$ cat config.mk
export PLATFORM = sky130hd
export DESIGN_NAME = rm_cluster_sequencer
export DESIGN_NICKNAME = d
export VERILOG_FILES = /design/src/rtl/rm_seq_pkg.sv /design/src/rtl/rm_report_fifo.sv /design/src/rtl/rm_cluster_sequencer.sv
export SDC_FILE = /design/constraint.sdc
export NUM_CORES = 1
export LEC_CHECK = 0
export CELL_PAD_IN_SITES_DETAIL_PLACEMENT = 0
export CELL_PAD_IN_SITES_GLOBAL_PLACEMENT = 1
export CORE_AREA = 2 2 110 166
export DETAILED_ROUTE_END_ITERATION = 12
export DIE_AREA = 0 0 112 168
export PLACE_DENSITY = 0.84
export SYNTH_ARGS = -nofsm -noshare
export SYNTH_HDL_FRONTEND = slang
export SYNTH_SLANG_ARGS = --single-unit
$ cat constraint.sdc
create_clock -name clk -period 4.6 [get_ports clk]
set_clock_uncertainty 0.2 [all_clocks]
set_input_delay 0.69 -clock clk [delete_from_list [all_inputs] [get_ports clk]]
set_output_delay 0.69 -clock clk [all_outputs]
set_load 0.05 [all_outputs]
$ cat src/rtl/rm_seq_pkg.sv
// rm_seq_pkg
// Shared definitions for the runtime-monitor cluster sequencer:
//   - default parameter values for the sequencer and its report FIFO
//   - sequencer FSM state encoding
//   - report entry layout {vector, index} at the default widths
package rm_seq_pkg;

  localparam int SYM_W_DEF       = 8;
  localparam int NUM_REPORTS_DEF = 4;
  localparam int IDX_W_DEF       = 16;
  localparam int FIFO_DEPTH_DEF  = 8;
  localparam int RST_CYCLES_DEF  = 2;

  typedef enum logic [1:0] {
    IDLE  = 2'd0,
    PRIME = 2'd1,
    RUN   = 2'd2,
    DRAIN = 2'd3
  } seq_state_t;

  typedef struct packed {
    logic [NUM_REPORTS_DEF-1:0] vector;
    logic [IDX_W_DEF-1:0]       index;
  } rpt_entry_t;

endpackage

$ cat src/rtl/rm_report_fifo.sv
// rm_report_fifo
// Synchronous FIFO holding captured report entries.
// Ports:
//   clk, reset       - clock, asynchronous active-high reset (empties FIFO)
//   push, push_data  - write request and entry (ignored when full)
//   pop              - remove head entry (ignored when empty)
//   pop_data         - head entry, forced to zero while empty
//   full, empty      - occupancy flags
//   free_count       - number of unused entries
module rm_report_fifo #(
  parameter int WIDTH = 20,
  parameter int DEPTH = 8
) (
  input  logic                       clk,
  input  logic                       reset,
  input  logic                       push,
  input  logic [WIDTH-1:0]           push_data,
  input  logic                       pop,
  output logic [WIDTH-1:0]           pop_data,
  output logic                       full,
  output logic                       empty,
  output logic [$clog2(DEPTH):0]     free_count
);

  localparam int AW = $clog2(DEPTH);

  logic [WIDTH-1:0] mem [DEPTH];
  logic [AW-1:0]    wr_ptr;
  logic [AW-1:0]    rd_ptr;
  logic [AW:0]      count;
  logic             do_push;
  logic             do_pop;

  assign full       = (count == (AW+1)'(DEPTH));
  assign empty      = (count == '0);
  assign free_count = (AW+1)'(DEPTH) - count;
  assign do_push    = push & ~full;
  assign do_pop     = pop & ~empty;
  assign pop_data   = empty ? '0 : mem[rd_ptr];

  // Storage is not reset; the empty gate on pop_data hides stale contents.
  always_ff @(posedge clk) begin
    if (do_push) mem[wr_ptr] <= push_data;
  end

  always_ff @(posedge clk or posedge reset) begin
    if (reset) begin
      wr_ptr <= '0;
      rd_ptr <= '0;
      count  <= '0;
    end else begin
      if (do_push) wr_ptr <= wr_ptr + AW'(1);
      if (do_pop)  rd_ptr <= rd_ptr + AW'(1);
      case ({do_push, do_pop})
        2'b10:   count <= count + (AW+1)'(1);
        2'b01:   count <= count - (AW+1)'(1);
        default: count <= count;
      endcase
    end
  end

endmodule

$ cat src/rtl/rm_cluster_sequencer.sv
// rm_cluster_sequencer
// Sequences one runtime-monitor automaton cluster: holds it in reset between
// sessions, releases reset so the first symbol meets the cluster's
// start-of-data window, pulses ap_run once per accepted trace symbol, and
// queues non-zero report vectors tagged with their symbol index.
//
//   state | meaning
//   IDLE  | cluster held in reset, no symbols accepted
//   PRIME | cluster held in reset for RST_CYCLES, waiting for a symbol
//   RUN   | cluster released, symbols accepted while FIFO has room
//   DRAIN | one cycle to capture the report of the last symbol
//
// Ports:
//   clk, reset            - clock, asynchronous active-high reset
//   start, stop           - session begin (IDLE only) / end (PRIME, RUN only)
//   sym_valid/ready/data  - trace symbol stream in
//   ap_reset, ap_run      - cluster reset and run strobes
//   ap_symbols            - symbol presented to the cluster
//   ap_report             - cluster report outputs (registered in cluster)
//   rpt_valid/ready       - report FIFO head handshake
//   rpt_vector, rpt_index - head entry contents
//   busy                  - session in progress (state != IDLE)
//   sym_count             - symbols accepted this session
module rm_cluster_sequencer
  import rm_seq_pkg::*;
#(
  parameter int SYM_W       = SYM_W_DEF,
  parameter int NUM_REPORTS = NUM_REPORTS_DEF,
  parameter int IDX_W       = IDX_W_DEF,
  parameter int FIFO_DEPTH  = FIFO_DEPTH_DEF,
  parameter int RST_CYCLES  = RST_CYCLES_DEF
) (
  input  logic                   clk,
  input  logic                   reset,
  input  logic                   start,
  input  logic                   stop,
  input  logic                   sym_valid,
  output logic                   sym_ready,
  input  logic [SYM_W-1:0]       sym_data,
  output logic                   ap_reset,
  output logic                   ap_run,
  output logic [SYM_W-1:0]       ap_symbols,
  input  logic [NUM_REPORTS-1:0] ap_report,
  output logic                   rpt_valid,
  input  logic                   rpt_ready,
  output logic [NUM_REPORTS-1:0] rpt_vector,
  output logic [IDX_W-1:0]       rpt_index,
  output logic                   busy,
  output logic [IDX_W-1:0]       sym_count
);

  localparam int FW = $clog2(FIFO_DEPTH) + 1;
  localparam int CW = (RST_CYCLES > 1) ? $clog2(RST_CYCLES) : 1;
  localparam logic [CW-1:0] CNT_LOAD = CW'(RST_CYCLES - 1);
  localparam int EW = NUM_REPORTS + IDX_W;

  seq_state_t       state;
  seq_state_t       state_nxt;
  logic [CW-1:0]    prime_cnt;
  logic             prime_done;
  logic [IDX_W-1:0] index;
  logic [IDX_W-1:0] idx_d;
  logic [SYM_W-1:0] sym_q;
  logic             acc_d;
  logic             accept;
  logic             room;
  logic [FW-1:0]    free_count;
  logic [FW-1:0]    room_need;
  logic             fifo_full;
  logic             fifo_empty;
  logic             push;
  logic             pop;
  logic [EW-1:0]    head;

  // A report for the symbol accepted last cycle may still be on its way into
  // the FIFO, so reserve one extra entry for it on top of the two-entry margin.
  assign room_need  = acc_d ? FW'(3) : FW'(2);
  assign room       = (free_count >= room_need);
  assign prime_done = (prime_cnt == '0);

  assign sym_ready  = (state == RUN) & room & ~stop;
  assign accept     = sym_valid & sym_ready;
  assign ap_run     = accept;
  assign ap_symbols = accept ? sym_data : sym_q;
  assign ap_reset   = (state == IDLE) | (state == PRIME);
  assign busy       = (state != IDLE);
  assign sym_count  = index;

  always_comb begin
    state_nxt = state;
    case (state)
      IDLE:    if (start) state_nxt = PRIME;
      PRIME: begin
        if (stop) state_nxt = IDLE;
        else if (prime_done && sym_valid && room) state_nxt = RUN;
      end
      RUN:     if (stop) state_nxt = DRAIN;
      DRAIN:   state_nxt = IDLE;
      default: state_nxt = IDLE;
    endcase
  end

  always_ff @(posedge clk or posedge reset) begin
    if (reset) begin
      state     <= IDLE;
      prime_cnt <= '0;
      index     <= '0;
      idx_d     <= '0;
      sym_q     <= '0;
      acc_d     <= 1'b0;
    end else begin
      state <= state_nxt;
      acc_d <= accept;
      idx_d <= index;
      if (state == IDLE && start) begin
        prime_cnt <= CNT_LOAD;
        index     <= '0;
      end else if (state == PRIME && !prime_done) begin
        prime_cnt <= prime_cnt - CW'(1);
      end
      if (accept) begin
        index <= index + IDX_W'(1);
        sym_q <= sym_data;
      end
    end
  end

  // The cluster registers its report, so it lines up with the delayed accept.
  assign push = acc_d & (|ap_report) & ~fifo_full;
  assign pop  = rpt_valid & rpt_ready;

  rm_report_fifo #(
    .WIDTH (EW),
    .DEPTH (FIFO_DEPTH)
  ) u_fifo (
    .clk        (clk),
    .reset      (reset),
    .push       (push),
    .push_data  ({ap_report, idx_d}),
    .pop        (pop),
    .pop_data   (head),
    .full       (fifo_full),
    .empty      (fifo_empty),
    .free_count (free_count)
  );

  assign rpt_valid               = ~fifo_empty;
  assign {rpt_vector, rpt_index} = head;

endmodule

-- After elaboration in Yosys (flattened, before gate mapping)
Memory sizes are Yosys's and may differ from the RTL's.
Index checks and enable logic that the tools add are counted.
- bits in latches: 0
- memories: 1
- input port bits: 18
- bits in read-only memories: 0
- logic and storage cells: 67
- bits in registers: 54
- output and inout port bits: 49
- memory bits (writable): 160
- memory list (memory ; words ; bits a word ; rd ports ; clocked after memory_dff ; wr ports ; RTL line ; source):
    u_fifo.mem ; 8 ; 20 ; 1 ; 0 ; 1 ; rm_report_fifo.sv:27 ; logic [WIDTH-1:0] mem [DEPTH];
- muxes and demuxes: 15
- bitwise gates (word level): 13
- equal/unequal tests: 9
- add/subtract/negate cells: 7
- $mul: 0
- magnitude comparators: 1
- shifts and indexed selects: 0
- reduce and logical (&&, ||, !) cells: 12
- divide/modulo/power cells: 0
- operator list (cell ; number):
    2-to-1 mux 16 bit ; 2
    2-to-1 mux 20 bit ; 1
    adder 16 x 1 -> 16 bit (second input constant) ; 1
    AND 1 bit ; 8
    2-to-1 mux 2 bit ; 4
    2-to-1 mux 8 bit ; 1
    one-hot mux 2 bit (4 select lines) ; 1
    one-hot mux 4 bit (2 select lines) ; 1
    nonzero test 2 bit ; 4
    adder 3 x 1 -> 3 bit (second input constant) ; 2
    equality test 2 bit (second input constant) ; 3
    2-to-1 mux 1 bit ; 5
    adder 4 x 1 -> 4 bit (second input constant) ; 1
    equality test 2 x 1 -> 1 bit (second input constant) ; 2
    equality test 4 bit (second input constant) ; 1
    >= comparator 4 x 2 -> 1 bit ; 1
    logical AND 1 bit ; 4
    zero test 4 bit ; 1
    != test 2 bit (second input constant) ; 2
    inverter 1 bit ; 4
    OR reduction 4 bit ; 1
    subtractor 4 x 1 -> 4 bit (second input constant) ; 1
    subtractor 4 bit (first input constant) ; 1
    != test 3 x 2 -> 1 bit (second input constant) ; 1
    other kinds (4) ; 4

-- Longest topological paths before layout
- depth after elaboration: 6
- gate-level depth with buffers: 14
- depth with buffers taken out: 12

-- Cells and area by module
A second synthesis with hierarchy kept.
- cell total of the unflattened synthesis: 479
- area total of the unflattened synthesis: 8535.7 sq um
- modules (own cells, without submodules) (module ; cells each ; area an instance (sq um) ; instances ; seq. area each (sq um)):
    rm_report_fifo ; 308 ; 6701.4 ; 1 ; 5054.8
    rm_cluster_sequencer ; 171 ; 1834.3 ; 1 ; 1101.1

-- Worst setup path after synthesis
Ideal clock, no wire load.
- path type: register -> register
- start: register u_fifo.count[1]
- end: memory u_fifo.mem[0][0], enable pin
- setup slack: 1.416 ns
- buffers on the path: 1
- library setup time: 0.422 ns
- required time: 3.978 ns
- stages on the path, launching flop included: 8
- period minus slack after synthesis: 3.184 ns
- arrival time: 2.561 ns
- cells stage by stage: dfrtp_1 > clkbuf_2 > inv_1 > ha_1 > nand3b_1 > and3_1 > nand2b_1 > nor3_1
- cells in the longest elaborated chain, start to end: 6
- ends and longest elaborated chain (element ; RTL line ; source):
    from (decl) ; rm_report_fifo.sv:30 ; logic [AW:0] count;
    from (signal assigned) ; rm_report_fifo.sv:55 ; 2'b10: count <= count + (AW+1)'(1);
    from (signal assigned) ; rm_report_fifo.sv:56 ; 2'b01: count <= count - (AW+1)'(1);
    from (signal assigned) ; rm_report_fifo.sv:57 ; default: count <= count;
    equality test 4 bit (*) ; rm_report_fifo.sv:34 ; assign full = (count == (AW+1)'(DEPTH));
    inverter 1 bit (*) ; rm_report_fifo.sv:37, rm_cluster_sequencer.sv:129 ;
    AND 1 bit ; rm_cluster_sequencer.sv:129 ; assign push = acc_d & (|ap_report) & ~fifo_full;
    AND 1 bit (*) ; rm_report_fifo.sv:37 ; assign do_push = push & ~full;
    2-to-1 mux 1 bit (*) ; rm_report_fifo.sv:43 ; if (do_push) mem[wr_ptr] <= push_data;
    2-to-1 mux 1 bit (implied by the code) (*) ; rm_report_fifo.sv:43 ;
    to (decl) ; rm_report_fifo.sv:27 ;
Every way passes the cells marked *; elsewhere a longest branch is shown, timed or not.

-- Worst setup path in the final report
- start: input stop
- end: output ap_symbols[3]
- cells in the longest elaborated chain, start to end: 4
- ends and longest elaborated chain (element ; RTL line ; source):
    from (decl) ; rm_cluster_sequencer.sv:36 ; input logic stop,
    inverter 1 bit ; rm_cluster_sequencer.sv:81 ; assign sym_ready = (state == RUN) & room & ~stop;
    AND 1 bit ; rm_cluster_sequencer.sv:81 ;
    AND 1 bit ; rm_cluster_sequencer.sv:82 ; assign accept = sym_valid & sym_ready;
    2-to-1 mux 8 bit ; -- ;
    to (decl) ; rm_cluster_sequencer.sv:42 ; output logic [SYM_W-1:0] ap_symbols,
No other way between the ends.

==> out/results.txt <==
Final Hold Viols: 0
Mapped Area: 8536 µm²
die width: 112 µm
# rows: 60
CP peak stage delay: 0.71 ns
Crit path top cell by count: clkdlybuf4s50_1
critical path buffer and inverter count: 3
final non-filler cell total: 778
number of buffers added for setup after CTS: 0
dominant cell type by area after synthesis: edfxtp_1
largest net degree at the start of global routing: 34
Hold-fix buffers, CTS: 0
grt ovf: 0
ys async rst share: 25.23%
vias in the first global route: 4724
DRT iter0 DRCs: 214
#FFs+latches synth: 214
Synth top area share: 56.29%
Final Net Count: 575
number of buffers created by CTS: 19
antenna violations before repair: 0
worst rel slew slack: 54.25%
synth cell count leaders: edfxtp_1 (160), dfrtp_1 (54), mux4_2 (40)
Setup crit end kind: output pin
Initial Util: 48.59%
DR WL/cell: 21.37 µm
critical path's top delay family: buffers and inverters
VDD IR max: 0.5031 mV
RSZ-0062 raised after global routing: no
most common cell in the netlist: edfxtp_1
clock root buffer: clkbuf_16
input/output buffers: 66
WP data required: 3.71 ns
count of final setup violators: 0
global-route usage over all layers: 18.12%
clock transition at the registers of the reported paths: 0.06 ns
fillers: 1374
Multi-input gate area: 2240 µm²
Setup CP Type: in -> out
global-route wire length before repair: 26290 µm
Unique masters post-synth: 48
YS warnings: 0
drt total wl: 16630 µm
Worst path slowest cell: clkdlybuf4s50_1
register area: 6157 µm²
Final GP Congestion: 0.8032
count of TritonRoute iterations in the first routing pass: 5
Synth Flop Type: edfxtp_1
CTS tree: built
number of vias per cell: 5.781
net count after synthesis: 497
total chip power: 6.025 mW
crit-path cells: clkdlybuf4s50_1, nor3b_1, and2_1, nand2_2, inv_2, mux2_2, clkdlybuf4s50_1
DR vias: 4498
Final TNS setup: 0 ns
Syn Area/Cell: 18.12 µm²
achievable frequency: 247.0 MHz
startpoint types: primary input
max-capacitance violation count: 0
PD cells: 597.0 nW/µm²
Critical Path Fanout Max: 11
maximum root-to-sink buffer count: 3
status: complete, no violations
placed cells: 745
hold crit path type: reg -> reg
share of layout cells above drive strength 1: 18.89%
Synth area leaders: edfxtp_1 (56%), dfrtp_1 (16%), mux4_2 (11%)
die height: 168 µm
measured slew at the worst slew-check pin: 0.6862 ns
clock sink count: 214
minimum clock period: 4.048 ns
Data arrival, critical path: 3.16 ns
Antenna diodes: 0
cell count after synthesis: 471
Seq/Total Area, Yosys: 72.12%
I/O Pins: 67
Final period util: 88.00%
Leak Pwr: 3.547 nW
Post-synth EDFFs: 160
hpwl dp: 10290 µm
Die ar.: 18820 µm²
H-tree levels: 1
Max Transition Viols Final: 0
Antenna Violating Nets Remaining: 0
Post-CTS Resized: 0
core area: 17570 µm²
DRC Markers: 0
Clock Latency Late Sink: 0.48 ns
Area Growth Syn to Fin: 18.24%
==> metrics by stage <==
step                      worst slack [ns]  util (%)  hold slack, ns  instance area, µm²
after floorplan                      1.416         -          0.2868                8536
after global placement              0.6718     54.05          0.2159                9495
after detailed placement            0.5877     54.05          0.2286                9495
after CTS                           0.5123     57.45          0.2475               10090
after global routing                0.3478     57.45          0.2573               10090
final                               0.5520     57.45          0.2532               10090
==> cell families (layout without fill, tap and decap cells) <==
group	count (synthesis)	count (layout)	share of synthesized area [%]
compound gates	19	19	1.656
simple gates	105	105	6.802
flops	214	214	72.12
xor+xnor	9	9	0.9235
buf+inv	35	125	1.818
mux	81	81	15.51
fa+ha+maj	8	8	1.173
==> final timing paths <==
| kind | startpoint | to | slack, ns | cells after the start |
|---|---|---|---|---|
| max in group asynchronous | reset | u_fifo.rd_ptr[0] | 2.99 | 3 |
| min in group asynchronous | reset | u_fifo.rd_ptr[1] | 0.38 | 2 |
| min reg2reg | sym_count[15] | idx_d[15] | 0.25 | 0 |
| max | stop | ap_symbols[3] | 0.55 | 7 |
| max reg2reg | u_fifo.count[1] | u_fifo.count[3] | 1.48 | 10 |
| min | sym_count[15] | idx_d[15] | 0.25 | 0 |
==> where the power goes <==
group	switching [mW]	leakage, nW	internal [mW]
combinational	1.32	1.14	0.851
clock	0.658	0.288	0.860
sequential	0.163	2.12	2.18
total	2.14	3.55	3.89
==> flip-flops by register name, indices dropped and copies added (netlist names), 3 cells and up, named ones only <==
signal / cells
u_fifo.rd_ptr: 3
sym_count: 16
u_fifo.count: 4
u_fifo.wr_ptr: 3
u_fifo.mem: 160
sym_q: 8
idx_d: 16
==> layer usage <==
metal / part of all wire [%] / track usage (%) / vias to the layer above
li1: - / - / 1986
met2: 54 / 32.89 / 146
met4: 3.0 / 6.893 / 0
met1: 38 / 21.54 / 2332
met5: 0 / 0 / -
met3: 5.1 / 3.168 / 34
==> cells in the final DEF (no fill, tap or decap), types with 3 or more instances in the layout <==
| master | Yosys | routed |
|---|---|---|
| ha_1 | 8 | 8 |
| nand3_1 | 5 | 5 |
| nand2_1 | 24 | 24 |
| xnor2_1 | 3 | 3 |
| o21ai_0 | 3 | 3 |
| clkdlybuf4s50_1 | 0 | 66 |
| or4_1 | 4 | 4 |
| xor2_1 | 6 | 6 |
| mux2_2 | 10 | 10 |
| nand2b_1 | 5 | 5 |
| and2_1 | 4 | 4 |
| mux2i_1 | 31 | 31 |
| inv_1 | 10 | 9 |
| mux4_2 | 40 | 40 |
| clkbuf_16 | 0 | 19 |
| buf_4 | 0 | 14 |
| clkbuf_1 | 11 | 5 |
| o211ai_1 | 3 | 3 |
| dfrtp_1 | 54 | 53 |
| a21oi_1 | 3 | 3 |
| edfxtp_1 | 160 | 160 |
| nand3b_1 | 3 | 3 |
| nand4_1 | 8 | 8 |
| nor2_1 | 30 | 30 |
==> layout make-up <==
class	instances	share of cell area, %
sequential	214	61.01
multi-input combinational	222	22.19
timing repair buffer	81	7.786
clock buffer	26	5.170
tap	217	2.690
clock inverter	7	0.7439
inverter	11	0.4091
==> worst register-to-register path, delay by kind of cell, from the launching register on <==
family | cells | cell delay (ns)
AOI/OAI and AO/OA | 1 | 0.28
xor gates and xnor gates | 1 | 0.17
adders and majority gates | 2 | 0.48
buffers and inverters | 3 | 0.51
DFF | 1 | 0.46
and+or+nand+nor | 3 | 0.94
(Power assumes the default switching activity.)
